[src/rtl/csr_mtrap.sv]
// Machine-mode trap CSR block: M-mode CSR file, interrupt arbitration, trap entry and MRET.
// Reads are combinational; all architectural state updates on the rising clock edge.
module csr_mtrap #(
  parameter int unsigned XLEN        = 64,
  parameter int unsigned NUM_LIRQ    = 4,
  parameter bit          VECTORED_EN = 1'b1
) (
  input  logic                clk,
  input  logic                rst,
  input  logic [XLEN-1:0]     pc_i,
  input  logic                pc_valid_i,
  input  logic                csr_rd_en,
  input  logic                csr_wr_en,
  input  logic [11:0]         csr_idx,
  input  logic [XLEN-1:0]     wbck_csr_data,
  output logic [XLEN-1:0]     read_csr_data,
  output logic                csr_illegal,
  input  logic                excp_ena,
  input  logic [4:0]          excp_cause,
  input  logic [XLEN-1:0]     excp_tval,
  input  logic                cmt_mret_ena,
  input  logic                instret_ena,
  input  logic                ex_stall,
  input  logic                msip_i,
  input  logic                mtip_i,
  input  logic                meip_i,
  input  logic [NUM_LIRQ-1:0] lirq_i,
  output logic                trap_ena,
  output logic [XLEN-1:0]     trap_pc,
  output logic [XLEN-1:0]     mret_pc
);

  localparam logic [11:0] CSR_MSTATUS  = 12'h300;
  localparam logic [11:0] CSR_MIE      = 12'h304;
  localparam logic [11:0] CSR_MTVEC    = 12'h305;
  localparam logic [11:0] CSR_MCNTINH  = 12'h320;
  localparam logic [11:0] CSR_MSCRATCH = 12'h340;
  localparam logic [11:0] CSR_MEPC     = 12'h341;
  localparam logic [11:0] CSR_MCAUSE   = 12'h342;
  localparam logic [11:0] CSR_MTVAL    = 12'h343;
  localparam logic [11:0] CSR_MIP      = 12'h344;
  localparam logic [11:0] CSR_MCYCLE   = 12'hB00;
  localparam logic [11:0] CSR_MINSTRET = 12'hB02;

  localparam logic [XLEN-1:0] MIE_MASK =
    XLEN'(32'h0000_0888) | (XLEN'((33'd1 << NUM_LIRQ) - 33'd1) << 16);

  logic                mst_mie_q, mst_mie_d, mst_mpie_q, mst_mpie_d;
  logic [1:0]          mst_mpp_q, mst_mpp_d, mst_fs_q, mst_fs_d;
  logic [XLEN-1:0]     mie_q, mie_d;
  logic [XLEN-3:0]     mtvec_base_q, mtvec_base_d;
  logic                mtvec_mode_q, mtvec_mode_d;
  logic                cy_inh_q, cy_inh_d, ir_inh_q, ir_inh_d;
  logic [XLEN-1:0]     mscratch_q, mscratch_d, mepc_q, mepc_d;
  logic [XLEN-1:0]     mcause_q, mcause_d, mtval_q, mtval_d;
  logic                msip_q, msip_d, mtip_q, mtip_d, meip_q, meip_d;
  logic [NUM_LIRQ-1:0] lirq_q, lirq_d;
  logic [XLEN-1:0]     mcycle_q, mcycle_d, minstret_q, minstret_d;

  logic [XLEN-1:0]     mip_val, mstatus_val, pending, rd_val, trap_base;
  logic [4:0]          irq_cause, trap_cause;
  logic                irq_take, excp_take, trap_take, mret_take, wr_fire, impl;

  // Composite CSR views and interrupt arbitration (later assignments win = higher priority)
  always_comb begin
    mip_val                  = '0;
    mip_val[3]               = msip_q;
    mip_val[7]               = mtip_q;
    mip_val[11]              = meip_q;
    mip_val[16 +: NUM_LIRQ]  = lirq_q;
    mstatus_val              = '0;
    mstatus_val[3]           = mst_mie_q;
    mstatus_val[7]           = mst_mpie_q;
    mstatus_val[12:11]       = mst_mpp_q;
    mstatus_val[14:13]       = mst_fs_q;
    mstatus_val[XLEN-1]      = (mst_fs_q == 2'b11);
    pending                  = mip_val & mie_q;
    irq_cause                = '0;
    for (int unsigned i = 0; i < NUM_LIRQ; i++) begin
      if (pending[16+i]) irq_cause = 5'(16 + i);
    end
    if (pending[7])  irq_cause = 5'd7;
    if (pending[3])  irq_cause = 5'd3;
    if (pending[11]) irq_cause = 5'd11;
  end

  assign excp_take  = excp_ena & ~ex_stall;
  assign irq_take   = mst_mie_q & (|pending) & pc_valid_i & ~ex_stall;
  assign trap_take  = excp_take | irq_take;
  assign mret_take  = cmt_mret_ena & ~ex_stall & ~trap_take;
  assign wr_fire    = csr_wr_en & ~ex_stall;
  assign trap_cause = excp_take ? excp_cause : irq_cause;
  assign trap_base  = {mtvec_base_q, 2'b00};

  assign trap_ena = trap_take;
  assign trap_pc  = (mtvec_mode_q && !excp_take) ? trap_base + XLEN'({trap_cause, 2'b00})
                                                 : trap_base;
  assign mret_pc  = mepc_q;

  // Combinational read mux; unknown indices flag csr_illegal
  always_comb begin
    rd_val = '0;
    impl   = 1'b1;
    case (csr_idx)
      CSR_MSTATUS:  rd_val = mstatus_val;
      CSR_MIE:      rd_val = mie_q;
      CSR_MTVEC:    rd_val = {mtvec_base_q, 1'b0, mtvec_mode_q};
      CSR_MCNTINH:  begin rd_val[0] = cy_inh_q; rd_val[2] = ir_inh_q; end
      CSR_MSCRATCH: rd_val = mscratch_q;
      CSR_MEPC:     rd_val = mepc_q;
      CSR_MCAUSE:   rd_val = mcause_q;
      CSR_MTVAL:    rd_val = mtval_q;
      CSR_MIP:      rd_val = mip_val;
      CSR_MCYCLE:   rd_val = mcycle_q;
      CSR_MINSTRET: rd_val = minstret_q;
      default:      impl = 1'b0;
    endcase
  end

  assign read_csr_data = csr_rd_en ? rd_val : '0;
  assign csr_illegal   = (csr_rd_en | csr_wr_en) & ~impl;

  // Next state: counters, then CSR write, then trap/MRET overriding the trap-owned fields
  always_comb begin
    mst_mie_d    = mst_mie_q;
    mst_mpie_d   = mst_mpie_q;
    mst_mpp_d    = mst_mpp_q;
    mst_fs_d     = mst_fs_q;
    mie_d        = mie_q;
    mtvec_base_d = mtvec_base_q;
    mtvec_mode_d = mtvec_mode_q;
    cy_inh_d     = cy_inh_q;
    ir_inh_d     = ir_inh_q;
    mscratch_d   = mscratch_q;
    mepc_d       = mepc_q;
    mcause_d     = mcause_q;
    mtval_d      = mtval_q;
    msip_d       = msip_q;
    mtip_d       = mtip_i;
    meip_d       = meip_i;
    lirq_d       = lirq_i;
    mcycle_d     = cy_inh_q ? mcycle_q : mcycle_q + XLEN'(1);
    minstret_d   = (instret_ena && !ex_stall && !ir_inh_q) ? minstret_q + XLEN'(1) : minstret_q;
    if (wr_fire) begin
      case (csr_idx)
        CSR_MSTATUS: begin
          mst_mie_d  = wbck_csr_data[3];
          mst_mpie_d = wbck_csr_data[7];
          mst_mpp_d  = (wbck_csr_data[12:11] == 2'b11) ? 2'b11 : 2'b00;
          mst_fs_d   = wbck_csr_data[14:13];
        end
        CSR_MIE:      mie_d = wbck_csr_data & MIE_MASK;
        CSR_MTVEC: begin
          mtvec_base_d = wbck_csr_data[XLEN-1:2];
          mtvec_mode_d = VECTORED_EN && (wbck_csr_data[1:0] == 2'b01);
        end
        CSR_MCNTINH: begin
          cy_inh_d = wbck_csr_data[0];
          ir_inh_d = wbck_csr_data[2];
        end
        CSR_MSCRATCH: mscratch_d = wbck_csr_data;
        CSR_MEPC:     mepc_d     = wbck_csr_data & ~XLEN'(3);
        CSR_MCAUSE:   mcause_d   = wbck_csr_data;
        CSR_MTVAL:    mtval_d    = wbck_csr_data;
        CSR_MIP:      msip_d     = wbck_csr_data[3];
        CSR_MCYCLE:   mcycle_d   = wbck_csr_data;
        CSR_MINSTRET: minstret_d = wbck_csr_data;
        default: ;
      endcase
    end
    if (msip_i) msip_d = 1'b1;
    if (trap_take) begin
      mepc_d          = pc_i & ~XLEN'(3);
      mcause_d        = '0;
      mcause_d[XLEN-1] = ~excp_take;
      mcause_d[4:0]   = trap_cause;
      mtval_d         = excp_take ? excp_tval : '0;
      mst_mpie_d      = mst_mie_q;
      mst_mie_d       = 1'b0;
      mst_mpp_d       = 2'b11;
    end else if (mret_take) begin
      mst_mie_d  = mst_mpie_q;
      mst_mpie_d = 1'b1;
      mst_mpp_d  = 2'b00;
    end
  end

  always_ff @(posedge clk) begin
    if (rst) begin
      mst_mie_q    <= 1'b0;
      mst_mpie_q   <= 1'b0;
      mst_mpp_q    <= 2'b00;
      mst_fs_q     <= 2'b00;
      mie_q        <= '0;
      mtvec_base_q <= '0;
      mtvec_mode_q <= 1'b0;
      cy_inh_q     <= 1'b0;
      ir_inh_q     <= 1'b0;
      mscratch_q   <= '0;
      mepc_q       <= '0;
      mcause_q     <= '0;
      mtval_q      <= '0;
      msip_q       <= 1'b0;
      mtip_q       <= 1'b0;
      meip_q       <= 1'b0;
      lirq_q       <= '0;
      mcycle_q     <= '0;
      minstret_q   <= '0;
    end else begin
      mst_mie_q    <= mst_mie_d;
      mst_mpie_q   <= mst_mpie_d;
      mst_mpp_q    <= mst_mpp_d;
      mst_fs_q     <= mst_fs_d;
      mie_q        <= mie_d;
      mtvec_base_q <= mtvec_base_d;
      mtvec_mode_q <= mtvec_mode_d;
      cy_inh_q     <= cy_inh_d;
      ir_inh_q     <= ir_inh_d;
      mscratch_q   <= mscratch_d;
      mepc_q       <= mepc_d;
      mcause_q     <= mcause_d;
      mtval_q      <= mtval_d;
      msip_q       <= msip_d;
      mtip_q       <= mtip_d;
      meip_q       <= meip_d;
      lirq_q       <= lirq_d;
      mcycle_q     <= mcycle_d;
      minstret_q   <= minstret_d;
    end
  end

endmodule

[config.mk]
export PLATFORM = sky130hd
export DESIGN_NAME = csr_mtrap
export DESIGN_NICKNAME = d
export VERILOG_FILES = /design/src/rtl/csr_mtrap.sv
export SDC_FILE = /design/constraint.sdc
export NUM_CORES = 1
export LEC_CHECK = 0
export ABC_AREA = 1
export BUFFER_PORTS_ARGS = -buffer_cell sky130_fd_sc_hd__buf_4
export CAP_MARGIN = 0
export CORE_ASPECT_RATIO = 1.75
export CORE_MARGIN = 2
export CORE_UTILIZATION = 35
export CTS_BUF_LIST = sky130_fd_sc_hd__clkbuf_16
export DETAILED_ROUTE_END_ITERATION = 10
export GPL_TIMING_DRIVEN = 1
export PLACE_DENSITY = 0.53
export SETUP_SLACK_MARGIN = 0.1
export SYNTH_ARGS = -nofsm -noshare
export SYNTH_HDL_FRONTEND = slang
export SYNTH_SLANG_ARGS = --single-unit
[constraint.sdc]
create_clock -name clk -period 3.6 [get_ports clk]
set_input_delay 0 -clock clk [delete_from_list [all_inputs] [get_ports clk]]
set_output_delay 0 -clock clk [all_outputs]
set_load 0.02 [all_outputs]
==> PnR_summary.wiki <==
{| class="wikitable"
! Metric !! Value
|-
| Warnings from Yosys || 0
|-
| Half-perimeter wire length after detailed placement || 145 mm
|-
| Total Nets Final || 5605
|-
| Leakage || 16.3 nW
|-
| Worst-Margin Slew || 1190 ps
|-
| Met1 wire length || 63.8 mm
|-
| MaxCap Viol Count || 0
|-
| CP Capture Type || output pin
|-
| Die Outline Area || 0.0830 mm2
|-
| Clock Latency Late Sink || 660 ps
|-
| Drt via density || 5.54
|-
| DR vias || 35800
|-
| Avg Synthesized Cell Area || 5.99 um2
|-
| Pre-CTS setup slack || 472 ps
|-
| Max frequency || 295 MHz
|-
| Placed Area || 0.0327 mm2
|-
| Routability congestion estimate from global placement || 1.06
|-
| Sum of overflow across all layers after global routing || 0
|-
| Sum of met3 wire segment lengths after detailed routing || 14.0 mm
|-
| Die X-Extent || 219 um
|-
| Overall routing resource usage || 44.6%
|-
| Largest net degree at the start of global routing || 119
|-
| Setup-violating endpoint count in the final report || 0
|-
| Top_reg_cell synth || sky130_fd_sc_hd__dfxtp_1
|-
| Vertical die dimension || 380 um
|-
| DRC marker count from the first detailed-route iteration || 3882
|-
| Effective utilization at floorplan || 35.4%
|-
| Area contributors post-synth || sky130_fd_sc_hd__dfxtp_1 33%, sky130_fd_sc_hd__nand2_1 17%, sky130_fd_sc_hd__inv_1 8.4%
|-
| Final slew viol count || 0
|-
| Run status || finished clean
|-
| Shortest clock period the worst path allows after layout || 3390 ps
|-
| Number of global-route vias before repair || 34300
|-
| Clock transition time at the flip-flop clock pins of the worst setup and hold paths || 70 ps
|-
| Routed length on met2 || 87.0 mm
|-
| Post-detailed-route wirelength per cell || 29.5 um
|-
| Top routing layer in use || met5
|-
| Endpoint required time on the critical path || 3600 ps
|-
| Final Hold Vio Count || 0
|-
| Number of buffers inserted by port buffering || 412
|-
| Router iterations before antenna repair || 7
|-
| Yosys cell types || 44
|-
| # IOs || 419
|-
| Headroom to the max-slew limit || 20.9%
|-
| Global-route wire length before repair || 258 mm
|-
| Number of DRC violations after detailed routing || 0
|-
| VDD IR-drop max || 361 uV
|-
| Leading area contributor after synthesis || sky130_fd_sc_hd__dfxtp_1
|-
| Gate count of the mapped netlist || 4713
|-
| Fill cells || 8604
|-
| Area fraction of the dominant cell type after synthesis || 33.1%
|-
| CTS tree || done
|-
| Hold/Removal Path Class || in2reg
|-
| TritonCTS Sinks || 466
|-
| Type of the worst setup path || reg2out
|-
| Proportion of synthesized flip-flops having asynchronous set or reset || 0%
|-
| Num CTS Buffers || 50
|-
| Count of antenna-violating nets left after detailed routing || 0
|-
| Post-synth EDFFs || 0
|-
| Sequential-to-total area share from yosys stat || 33.1%
|-
| Cell area power density || 329 mW/mm2
|-
| Final period utilization || 94.3%
|-
| Critical Path AT || 3390 ps
|-
| Layout Cell Area excl Fill || 0.0377 mm2
|-
| Finished Layout Cells || 6460
|-
| Library cell used as clock root buffer || sky130_fd_sc_hd__clkbuf_16
|-
| Placed Cells || 6053
|-
| Largest buffer count on any clock path || 3
|-
| H-tree depth reported by CTS || 2
|-
| Row Count || 137
|-
| Share of layout cells above drive strength 1 || 13.0%
|-
| Skew final || 23.6 ps
|-
| Antenna violations before repair || 16
|-
| Post-synth design cell area || 0.0282 mm2
|-
| Hold slack final || 35.9 ps
|-
| Highest net fanout along the worst path || 4
|-
| CP startpoint kind || register
|-
| Final core utilization || 47.3%
|-
| Setup tns final || 0 ps
|-
| RSZ-0062 raised after global routing || yes
|-
| Area growth from synthesis to layout || 33.6%
|-
| Total wire length after detailed routing || 190 mm
|-
| Flip-flop and latch count after synthesis || 466
|-
| Core Box Area || 0.0797 mm2
|-
| PnR Total Power || 12.4 mW
|-
| Final worst setup slack || 206 ps
|}
-- state kept, by name (all words and copies together) (netlist names), 2 cells and up --
| register | flops |
|---|---|
| mtval_q | 64 |
| mtvec_base_q | 62 |
| mie_q | 7 |
| lirq_q | 4 |
| mcause_q | 64 |
| mscratch_q | 64 |
| minstret_q | 64 |
| mcycle_q | 64 |
| mst_fs_q | 2 |
| mret_pc | 62 |
-- cells in the mapped netlist, types with 2 or more instances --
cell	n
sky130_fd_sc_hd__nand2_1	1265
sky130_fd_sc_hd__inv_1	628
sky130_fd_sc_hd__nor2_1	544
sky130_fd_sc_hd__dfxtp_1	466
sky130_fd_sc_hd__o21ai_0	458
sky130_fd_sc_hd__a21oi_1	340
sky130_fd_sc_hd__nand3_1	337
sky130_fd_sc_hd__clkbuf_1	144
sky130_fd_sc_hd__nand4_1	83
sky130_fd_sc_hd__nor3_1	71
sky130_fd_sc_hd__xor2_1	61
sky130_fd_sc_hd__buf_2	58
sky130_fd_sc_hd__a31oi_1	51
sky130_fd_sc_hd__o21bai_1	25
sky130_fd_sc_hd__o22ai_1	25
sky130_fd_sc_hd__xnor2_1	19
sky130_fd_sc_hd__o211ai_1	16
sky130_fd_sc_hd__nand3b_1	12
sky130_fd_sc_hd__o21ai_1	12
sky130_fd_sc_hd__buf_1	11
sky130_fd_sc_hd__buf_4	9
sky130_fd_sc_hd__inv_2	9
sky130_fd_sc_hd__nor2_2	8
sky130_fd_sc_hd__or2_2	8
sky130_fd_sc_hd__ha_1	7
sky130_fd_sc_hd__nor3b_1	7
sky130_fd_sc_hd__nand3_2	4
sky130_fd_sc_hd__nor2_4	4
sky130_fd_sc_hd__a211oi_1	3
sky130_fd_sc_hd__and2_1	3
sky130_fd_sc_hd__buf_6	3
sky130_fd_sc_hd__clkinv_1	3
sky130_fd_sc_hd__nand2_2	3
sky130_fd_sc_hd__nor3_2	3
sky130_fd_sc_hd__nor4_1	3
sky130_fd_sc_hd__and3_1	2
-- what timing repair did --
item / 4_1_cts / 5_1_grt
gates resized for setup: 17 / 50
endpoints found under the setup margin: 36 / 39
hold buffers: 306 / 0
setup buffers: 0 / 3
pin swaps: 1 / 16
hold endpoints to repair: 453 / 0
-- cell type report --
cell class / instances / area, um2 / area share, %
inverters: 640 / 2410 / 6.38
well taps: 1042 / 1300 / 3.46
repair buffers: 830 / 7170 / 19.0
flip-flops and latches: 466 / 9350 / 24.8
clock buffers: 50 / 1250 / 3.32
multi-input cells: 3384 / 15800 / 41.9
clock inverters: 41 / 402 / 1.07
diodes: 7 / 17.5 / 0.0465
-- cells by family (layout without fill, tap and decap cells) --
logic type	count (synthesis)	in the layout	share of synthesized area [%]
compound gates	932	932	17.3
xor+xnor	80	80	2.48
flops	466	466	33.1
other cells	1	11	0.0133
simple gates	2360	2360	34.8
fa+ha+maj	8	8	0.381
buf+inv	866	1561	12.0
-- power breakdown --
group / internal, mW / leakage (nW) / total, mW / switching, mW
clock: 2.99 / 0.834 / 5.57 / 2.58
combinational: 0.598 / 11.7 / 1.53 / 0.930
sequential: 5.24 / 3.78 / 5.32 / 0.0858
total: 8.83 / 16.3 / 12.4 / 3.59
-- layer usage --
metal	vias to the layer above	track usage (%)
li1	16400	-
met1	16900	46.5
met2	1893	72.2
met3	594	7.58
met4	6	48.1
met5	-	0
-- path summary, 6_finish.rpt --
kind,start,to,slack [ps],cells after the start
worst max-delay path,mie_q[17]$_SDFFE_PP0P_,trap_pc[38],210,20
worst min-delay path,ex_stall,mscratch_q[14]$_SDFFE_PP0P_,40,5
worst max register to register,mie_q[18]$_SDFFE_PP0P_,mtval_q[24]$_SDFFE_PP0P_,390,12
worst min register to register,mscratch_q[43]$_SDFFE_PP0P_,mscratch_q[43]$_SDFFE_PP0P_,450,2
-- cells in the final DEF (no fill, tap or decap), types with 12 or more instances in the layout --
cell	instances
sky130_fd_sc_hd__nand2_1	1251
sky130_fd_sc_hd__inv_1	626
sky130_fd_sc_hd__nor2_1	527
sky130_fd_sc_hd__buf_4	508
sky130_fd_sc_hd__dfxtp_1	459
sky130_fd_sc_hd__o21ai_0	453
sky130_fd_sc_hd__a21oi_1	335
sky130_fd_sc_hd__nand3_1	334
sky130_fd_sc_hd__dlygate4sd3_1	306
sky130_fd_sc_hd__nand4_1	83
sky130_fd_sc_hd__nor3_1	67
sky130_fd_sc_hd__xor2_1	60
sky130_fd_sc_hd__a31oi_1	51
sky130_fd_sc_hd__clkbuf_16	50
sky130_fd_sc_hd__o22ai_1	25
sky130_fd_sc_hd__o21bai_1	25
sky130_fd_sc_hd__xnor2_1	19
sky130_fd_sc_hd__o21ai_1	17
sky130_fd_sc_hd__nor2_2	16
sky130_fd_sc_hd__o211ai_1	16
sky130_fd_sc_hd__inv_2	14
sky130_fd_sc_hd__nor2_4	13
sky130_fd_sc_hd__clkinv_2	13
sky130_fd_sc_hd__buf_12	13
sky130_fd_sc_hd__nand2_2	12
sky130_fd_sc_hd__clkinv_1	12
sky130_fd_sc_hd__nand3b_1	12
-- critical path: stages, from the launching register on --
cell and delay [ps]:
sky130_fd_sc_hd__dfxtp_4 390, sky130_fd_sc_hd__nand2_8 80, sky130_fd_sc_hd__a21oi_2 110, sky130_fd_sc_hd__a21oi_1 70
sky130_fd_sc_hd__a21oi_2 160, sky130_fd_sc_hd__buf_6 160, sky130_fd_sc_hd__ha_4 150, sky130_fd_sc_hd__inv_2 40
sky130_fd_sc_hd__fa_2 370, sky130_fd_sc_hd__inv_2 60, sky130_fd_sc_hd__nand3_2 60, sky130_fd_sc_hd__nand2_2 80
sky130_fd_sc_hd__nand2_2 70, sky130_fd_sc_hd__nand2_4 100, sky130_fd_sc_hd__buf_6 120, sky130_fd_sc_hd__nand4_1 110
sky130_fd_sc_hd__nor2_2 230, sky130_fd_sc_hd__nand2_1 70, sky130_fd_sc_hd__nor2_1 100, sky130_fd_sc_hd__nor2_1 60
sky130_fd_sc_hd__buf_4 150
(Power assumes the default switching activity.)
